### src/rtl/mips_pkg.sv
// Shared MIPS pipeline definitions: reset constants, next-PC select codes and the IF/ID payload.
package mips_pkg;

    localparam int unsigned XLEN               = 32;
    localparam logic [31:0] NOP_INSTR          = 32'h0000_0000;
    localparam int unsigned DEFAULT_IMEM_BYTES = 1024;
    localparam logic [31:0] DEFAULT_PC_RESET   = 32'h0000_0000;

    typedef enum logic [1:0] {
        SEL_SEQ    = 2'd0,
        SEL_HOLD   = 2'd1,
        SEL_BRANCH = 2'd2,
        SEL_JUMP   = 2'd3
    } pc_sel_e;

    typedef struct packed {
        logic [XLEN-1:0] instr;
        logic [XLEN-1:0] pc;
        logic [XLEN-1:0] pc_plus4;
        logic            valid;
    } ifid_t;

endpackage

### src/rtl/pc_next_sel.sv
// Combinational next-PC priority select: branch, jump, stall hold, fault park, then sequential.
module pc_next_sel
    import mips_pkg::*;
(
    input  logic [XLEN-1:0] pc,
    input  logic            stall,
    input  logic            fault,
    input  logic            branch_taken,
    input  logic [XLEN-1:0] branch_target,
    input  logic            jump,
    input  logic [XLEN-1:0] jump_target,
    output logic [XLEN-1:0] next_pc_c,
    output pc_sel_e         sel_c
);

    // Branch beats jump because the branch belongs to the older instruction.
    always_comb begin
        next_pc_c = pc + XLEN'(4);
        sel_c     = SEL_SEQ;
        if (branch_taken) begin
            next_pc_c = branch_target;
            sel_c     = SEL_BRANCH;
        end else if (jump) begin
            next_pc_c = jump_target;
            sel_c     = SEL_JUMP;
        end else if (stall || fault) begin
            next_pc_c = pc;
            sel_c     = SEL_HOLD;
        end
    end

endmodule

### src/rtl/if_fetch_stage.sv
// Instruction-fetch stage: PC register, IF/ID pipeline register, sticky fetch fault and fetch counter.
module if_fetch_stage
    import mips_pkg::*;
#(
    parameter logic [31:0] PC_RESET   = DEFAULT_PC_RESET,
    parameter int unsigned IMEM_BYTES = DEFAULT_IMEM_BYTES
) (
    input  logic        clk,
    input  logic        rst_n,
    input  logic        stall_i,
    input  logic        flush_i,
    input  logic        branch_taken_i,
    input  logic [31:0] branch_target_i,
    input  logic        jump_i,
    input  logic [31:0] jump_target_i,
    output logic [31:0] imem_addr_o,
    input  logic [31:0] imem_instr_i,
    output logic [31:0] ifid_instr_o,
    output logic [31:0] ifid_pc_o,
    output logic [31:0] ifid_pc_plus4_o,
    output logic        ifid_valid_o,
    output logic        fetch_fault_o,
    output logic [31:0] fetch_count_o
);

    localparam logic [XLEN-1:0] IMEM_LIMIT = XLEN'(IMEM_BYTES);
    localparam logic [XLEN-1:0] CNT_MAX    = '1;

    logic [XLEN-1:0] pc;
    logic [XLEN-1:0] pc_plus4;
    logic [XLEN-1:0] next_pc;
    pc_sel_e         sel;
    logic            fault;
    logic            capture;
    ifid_t           ifid_q;
    ifid_t           ifid_d;
    logic            fault_q;
    logic [XLEN-1:0] count_q;

    assign imem_addr_o = pc;
    assign pc_plus4    = pc + XLEN'(4);
    assign fault       = (pc[1:0] != 2'b00) || (pc >= IMEM_LIMIT);

    pc_next_sel u_pc_next_sel (
        .pc            (pc),
        .stall         (stall_i),
        .fault         (fault),
        .branch_taken  (branch_taken_i),
        .branch_target (branch_target_i),
        .jump          (jump_i),
        .jump_target   (jump_target_i),
        .next_pc_c     (next_pc),
        .sel_c         (sel)
    );

    always_ff @(posedge clk or negedge rst_n) begin
        if (!rst_n) begin
            pc <= PC_RESET;
        end else if (sel != SEL_HOLD) begin
            pc <= next_pc;
        end
    end

    // IF/ID next value: flush, then stall hold, then fault bubble, then normal capture.
    always_comb begin
        ifid_d  = ifid_q;
        capture = 1'b0;
        if (flush_i) begin
            ifid_d = '{instr: NOP_INSTR, pc: '0, pc_plus4: '0, valid: 1'b0};
        end else if (stall_i) begin
            ifid_d = ifid_q;
        end else if (fault) begin
            ifid_d = '{instr: NOP_INSTR, pc: pc, pc_plus4: pc_plus4, valid: 1'b0};
        end else begin
            ifid_d  = '{instr: imem_instr_i, pc: pc, pc_plus4: pc_plus4, valid: 1'b1};
            capture = 1'b1;
        end
    end

    always_ff @(posedge clk or negedge rst_n) begin
        if (!rst_n) begin
            ifid_q  <= '{instr: NOP_INSTR, pc: '0, pc_plus4: '0, valid: 1'b0};
            fault_q <= 1'b0;
            count_q <= '0;
        end else begin
            ifid_q <= ifid_d;
            if (!flush_i && !stall_i && fault) begin
                fault_q <= 1'b1;
            end
            if (capture && (count_q != CNT_MAX)) begin
                count_q <= count_q + XLEN'(1);
            end
        end
    end

    assign ifid_instr_o    = ifid_q.instr;
    assign ifid_pc_o       = ifid_q.pc;
    assign ifid_pc_plus4_o = ifid_q.pc_plus4;
    assign ifid_valid_o    = ifid_q.valid;
    assign fetch_fault_o   = fault_q;
    assign fetch_count_o   = count_q;

endmodule
### config.mk
export PLATFORM = sky130hd
export DESIGN_NAME = if_fetch_stage
export DESIGN_NICKNAME = d
export VERILOG_FILES = /design/src/rtl/mips_pkg.sv /design/src/rtl/pc_next_sel.sv /design/src/rtl/if_fetch_stage.sv
export SDC_FILE = /design/constraint.sdc
export NUM_CORES = 1
export LEC_CHECK = 0
export ABC_CLOCK_PERIOD_IN_PS = 2940
export CAP_MARGIN = 15
export CORE_MARGIN = 8
export CORE_UTILIZATION = 35
export CTS_CLUSTER_SIZE = 12
export DETAILED_ROUTE_END_ITERATION = 10
export GPL_TIMING_DRIVEN = 0
export SYNTH_ARGS = -nofsm -noshare
export SYNTH_HDL_FRONTEND = slang
export SYNTH_SLANG_ARGS = --single-unit
export TNS_END_PERCENT = 50
### constraint.sdc
create_clock -name clk -period 2.94 [get_ports clk]
set_clock_uncertainty 0.2 [all_clocks]
set_input_delay 0.882 -clock clk [delete_from_list [all_inputs] [get_ports clk]]
set_output_delay 0.882 -clock clk [all_outputs]
set_load 0.05 [all_outputs]
Word-level counts from Yosys, hierarchy flattened
Cells that the tools add are included.

Bits in registers: 162. Input bits: 102. Output and inout bits: 162. Logic and storage cells: 35.

Add/subtract/negate cells: 2. Order comparisons: 1. Equal/unequal tests: 4. Muxes and demuxes: 12. Reductions and logical operators: 9.

Operators with widths (number): 2-to-1 mux 97 bit (3); 2-to-1 mux 32 bit (3); adder 32 x 1 -> 32 bit (second input constant) (1); adder 32 x 3 -> 32 bit (second input constant) (1); greater-or-equal comparator 32 x 11 -> 1 bit (second input constant) (1); != test 32 bit (second input constant) (1); 2-to-1 mux 1 bit (4); 2-to-1 mux 2 bit (2); != test 2 x 1 -> 1 bit (second input constant) (2); logical AND 1 bit (3); != test 3 bit (second input constant) (1); zero test 1 bit (2); logical OR 1 bit (2); AND reduction 2 bit (1); nonzero test 2 bit (1).

Depth between registers and ports, before layout
Depth in word-level cells: 8. Gate-level depth with buffers: 7. Mapped depth without buffers: 6.

Hierarchy
A second synthesis with hierarchy kept.

Cells, all modules: 814. Area total of the unflattened synthesis: 8353.0 µm².

Modules (own cells, without submodules): if_fetch_stage (instances 1, cells an instance 620, area each 7131.8 µm², sequential area each 4003.8 µm²); pc_next_sel (instances 1, cells an instance 194, area each 1221.2 µm², sequential area each 0.0 µm²).

Worst setup path before layout
Ideal clock, no wire load.

Path type: input-to-reg. Start: input flush_i. End: register count_q[31] (netlist: fetch_count_o[31]). Library setup time: 128 ps. Arrival: 2329 ps. Required time: 2612 ps. Setup slack: 283 ps. Stages on the path: 5. Buffers on the path: 0. Cells stage by stage: nor2_1 > nand3_1 > nor4_4 > nand4_1 > mux2_1.

Word-level cells in the longest chain between the ends: 2.

Ends and longest elaborated chain: start: declaration (RTL line if_fetch_stage.sv:11) `input logic flush_i,`; 2-to-1 mux 1 bit (RTL line if_fetch_stage.sv:68) `if (flush_i) begin`; logical AND 1 bit (RTL line if_fetch_stage.sv:90) `if (capture && (count_q != CNT_MAX)) begin`; end signal: assignment (RTL line if_fetch_stage.sv:91) `count_q <= count_q + XLEN'(1);`; end: declaration (RTL line if_fetch_stage.sv:38) `logic [XLEN-1:0] count_q;`.

Every way passes these cells. A chain may end at the register's enable or synchronous reset.

Worst setup path after layout
Start: register pc[31] (netlist: imem_addr_o[31]). End: output imem_addr_o[31].

RTL lines: start: declaration (RTL line if_fetch_stage.sv:29) `logic [XLEN-1:0] pc;`; start signal: assignment (RTL line if_fetch_stage.sv:60) `pc <= next_pc;`; end: declaration (RTL line if_fetch_stage.sv:16) `output logic [31:0] imem_addr_o,`.

No word-level cell between the ends.

==> out/results.tsv <==
stage	metric	value	unit
global_routing	first-pass GRT wire length	40.1	mm
global_routing	total grt overflow	0	
synthesis	number of synthesized flops with an enable pin	0	
route	# DRC	0	
synthesis	Syn. warnings	0	
sta	crit path setup slack, layout	30.8	ps
sta	Max Freq	344	MHz
placed_design	Cells after DPL	1241	
cells_and_area	share of cells above drive strength 1	0.0699	
route	Final ANT Viol Nets	0	
die	die width	162	um
clocking	CTS Buf Count	17	
clocking	clk slew on worst S/H paths	60	ps
die	core box area	21000	um2
placed_design	pre-CTS setup slack	-811	ps
placed_design	dpl hpwl	20.2	mm
global_routing	number of global-route vias before repair	6606	
worst_setup_path	CP Launch Type	flip-flop	
synthesis	commonest register cell after synthesis	dfrtp_1	
power	pwr dens	541	nW/um2
synthesis	multiplexer share of the synthesized area	0.0798	
worst_setup_path	CP delay by family, top	buffers and inverters	
route	Routed wire per std cell	20.7	um
placed_design	GP Congestion	0.820	
clocking	Max Root-Sink Buffers	2	
cells_and_area	Final nets	1095	
synthesis	Synth cell types	51	
clocking	CTS tree	built	
clocking	H-Tree Depth	4	
power	peak supply drop	0.000404	V
cells_and_area	fin cells	1276	
sta	Tcrit/Tclk final	0.990	
global_routing	All-Layer GR Usage	0.197	
die	total die area	26300	um2
route	Starting DRT DRC Count	345	
synthesis	Synth Area in Simple Gates	0.171	
synthesis	Synth Register Bits	160	
synthesis	Avg Cell Area, Syn	10.6	um2
synthesis	cell accounting for the most synthesized area	dfrtp_1	
clocking	# clock sinks	160	
synthesis	area share of xor/xnor cells in the synthesized design	0.0621	
worst_setup_path	CP Capture Type	output port	
synthesis	synth cell count leaders	dfrtp_1, nor2_1, nand2_1	
sta	Worst Tran Pin Value	837	ps
synthesis	net count after synthesis	807	
global_routing	initial antenna violation count	0	
worst_setup_path	WS Path Type	reg -> out	
worst_setup_path	CP max-delay cell	clkdlybuf4s50_1	
sta	worst hold slack	155	ps
cells_and_area	Filler cells	1940	
sta	minimum clock period	2910	ps
worst_setup_path	slowest stage delay, CP	880	ps
flow_run	max_cap viols	0	
synthesis	register area share after synthesis	0.536	
synthesis	top-count cell post-synth	dfrtp_1	
clocking	Clock Tree Root	clkbuf_16	
synthesis	Synth Area in Adders	0.00502	
clocking	Hold Buf Count CTS	0	
synthesis	Post-Synthesis Cells	702	
sta	unrepaired setup endpoints after global routing	true	
global_routing	largest net degree at the start of global routing	111	
cells_and_area	P&R area growth vs syn	49.7	%
route	via density per instance	5.12	
power	Tot Pwr	6.05	mW
synthesis	largest family of logic cells by synthesized area	simple AND/OR/NAND/NOR gates	
die	FP Rows	53	
synthesis	Synth Area in Compound Gates	0.115	
sta	count of final setup violators	0	
die	Die H	162	um
power	P_leak	4.82	nW
status	outcome	complete, no violations	
clocking	Worst-Skew Late Latency	430	ps
worst_setup_path	CP Buf/Inv Count	1	
synthesis	Async SR Flop Fraction	1.00	
cells_and_area	Inserted Diodes	0	
worst_setup_path	worst path cell trace	clkdlybuf4s50_1	
worst_setup_path	crit path DAT	1830	ps
placed_design	area post-placement	10500	um2
worst_setup_path	Worst EP required	1860	ps
synthesis	share of the synthesized area in the top cell type	0.536	
synthesis	synthesized area	7470	um2
die	starting density of the core	0.356	
die	io pins	264	
min_path	hold crit path type	in -> async	
sta	final-report hold violation count	0	
cells_and_area	Final Cell Area	11200	um2
placed_design	Port Buffers	263	
worst_setup_path	maximum net fanout on the critical path	6	
route	detailed-route via count	6538	
route	DRT Wirelength	26.4	mm
synthesis	largest cells by area after synthesis	dfrtp_1, mux2i_1, a22o_1, xnor2_1, nor2_1	
route	DRT Pass-1 Iters	5	
sta	Slew Viols, Final	0	
sta	Slew HR	0.442	
==> final timing paths <==
kind,slack (ps),cells after the start,startpoint,endpoint
max,30,1,imem_addr_o[31],imem_addr_o[31]
min,150,1,rst_n,fetch_count_o[7]
max reg2reg,280,5,fetch_count_o[6],fetch_count_o[1]
min reg2reg,270,1,fetch_fault_o,fetch_fault_o
max in group asynchronous,1510,2,rst_n,imem_addr_o[7]
min in group clk,270,1,fetch_fault_o,fetch_fault_o
==> sequential cells by signal (all words and copies together) (netlist names) <==
register,cells
fetch_count_o,32
fetch_fault_o,1
ifid_instr_o,32
ifid_pc_o,32
ifid_pc_plus4_o,30
ifid_valid_o,1
imem_addr_o,32
==> through the flow <==
step	util	setup TNS [ps]
floorplan	-	0
global placement	0.497	-1040430
detailed placement	0.499	-62520
CTS	0.529	0
global route	0.532	-161
finish	0.532	0
==> cells by family (layout without fill, tap and decap cells) <==
| group | Yosys count | count (layout) |
|---|---|---|
| DFF | 160 | 160 |
| AOI/OAI and AO/OA | 120 | 120 |
| and+or+nand+nor | 250 | 250 |
| buffers and inverters | 57 | 356 |
| adders and majority gates | 3 | 3 |
| muxes | 59 | 59 |
| xor gates and xnor gates | 53 | 53 |
==> power by group <==
part | internal [mW] | switching (mW) | total, mW
sequential | 2.31 | 0.128 | 2.44
combinational | 0.454 | 0.783 | 1.24
clock | 1.44 | 0.933 | 2.38
total | 4.21 | 1.84 | 6.05
==> layout make-up <==
cell class                      instances  area, um2  share of cell area
Buffer                                 45        193              0.0172
Sequential cell                       160       4000               0.358
Multi-Input combinational cell        485       3270               0.292
Tap cell                              275        344              0.0308
Timing Repair Buffer                  269       2710               0.242
Clock buffer                           18        439              0.0393
Clock inverter                         12        184              0.0164
Inverter                               12       48.8             0.00436
==> layer usage <==
layer	track usage	vias to the layer above	part of all wire
li1	-	3106	-
met4	0.0522	0	0.014
met3	0.0681	23	0.093
met1	0.248	3162	0.43
met5	0	-	0
met2	0.315	247	0.46
==> layout by cell type, fill, tap and decap left out, types with 3 or more instances in the layout <==
| cell type | instances |
|---|---|
| clkdlybuf4s50_1 | 249 |
| and2_1 | 4 |
| nand4_1 | 32 |
| a21oi_1 | 16 |
| buf_1 | 4 |
| clkbuf_16 | 17 |
| nor3_1 | 7 |
| mux2i_1 | 54 |
| clkbuf_2 | 4 |
| or2_2 | 3 |
| nand4b_1 | 5 |
| o22ai_1 | 3 |
| dlymetal6s2s_1 | 6 |
| nor2_1 | 70 |
| o21ai_0 | 26 |
| clkinvlp_4 | 6 |
| a211oi_1 | 14 |
| xor2_1 | 13 |
| buf_2 | 6 |
| bufinv_16 | 4 |
| dfrtp_1 | 160 |
| nand3_1 | 26 |
| mux2_1 | 3 |
| ha_1 | 3 |
| buf_4 | 7 |
| inv_1 | 11 |
| a31oi_1 | 5 |
| and3_1 | 12 |
| and4_1 | 6 |
| dlygate4sd2_1 | 7 |
| inv_6 | 3 |
| nor2b_1 | 3 |
| nand2_1 | 56 |
| nor4_1 | 9 |
| xnor2_1 | 40 |
| clkbuf_1 | 28 |
| a22o_1 | 40 |
==> timing repair <==
item | 4_1_cts | 5_1_grt
resized for setup | 14 | 15
pin swaps | 0 | 2
endpoints found under the setup margin | 88 | 79
setup buffers | 0 | 5
No activity file was read; power rests on OpenSTA's default activity.
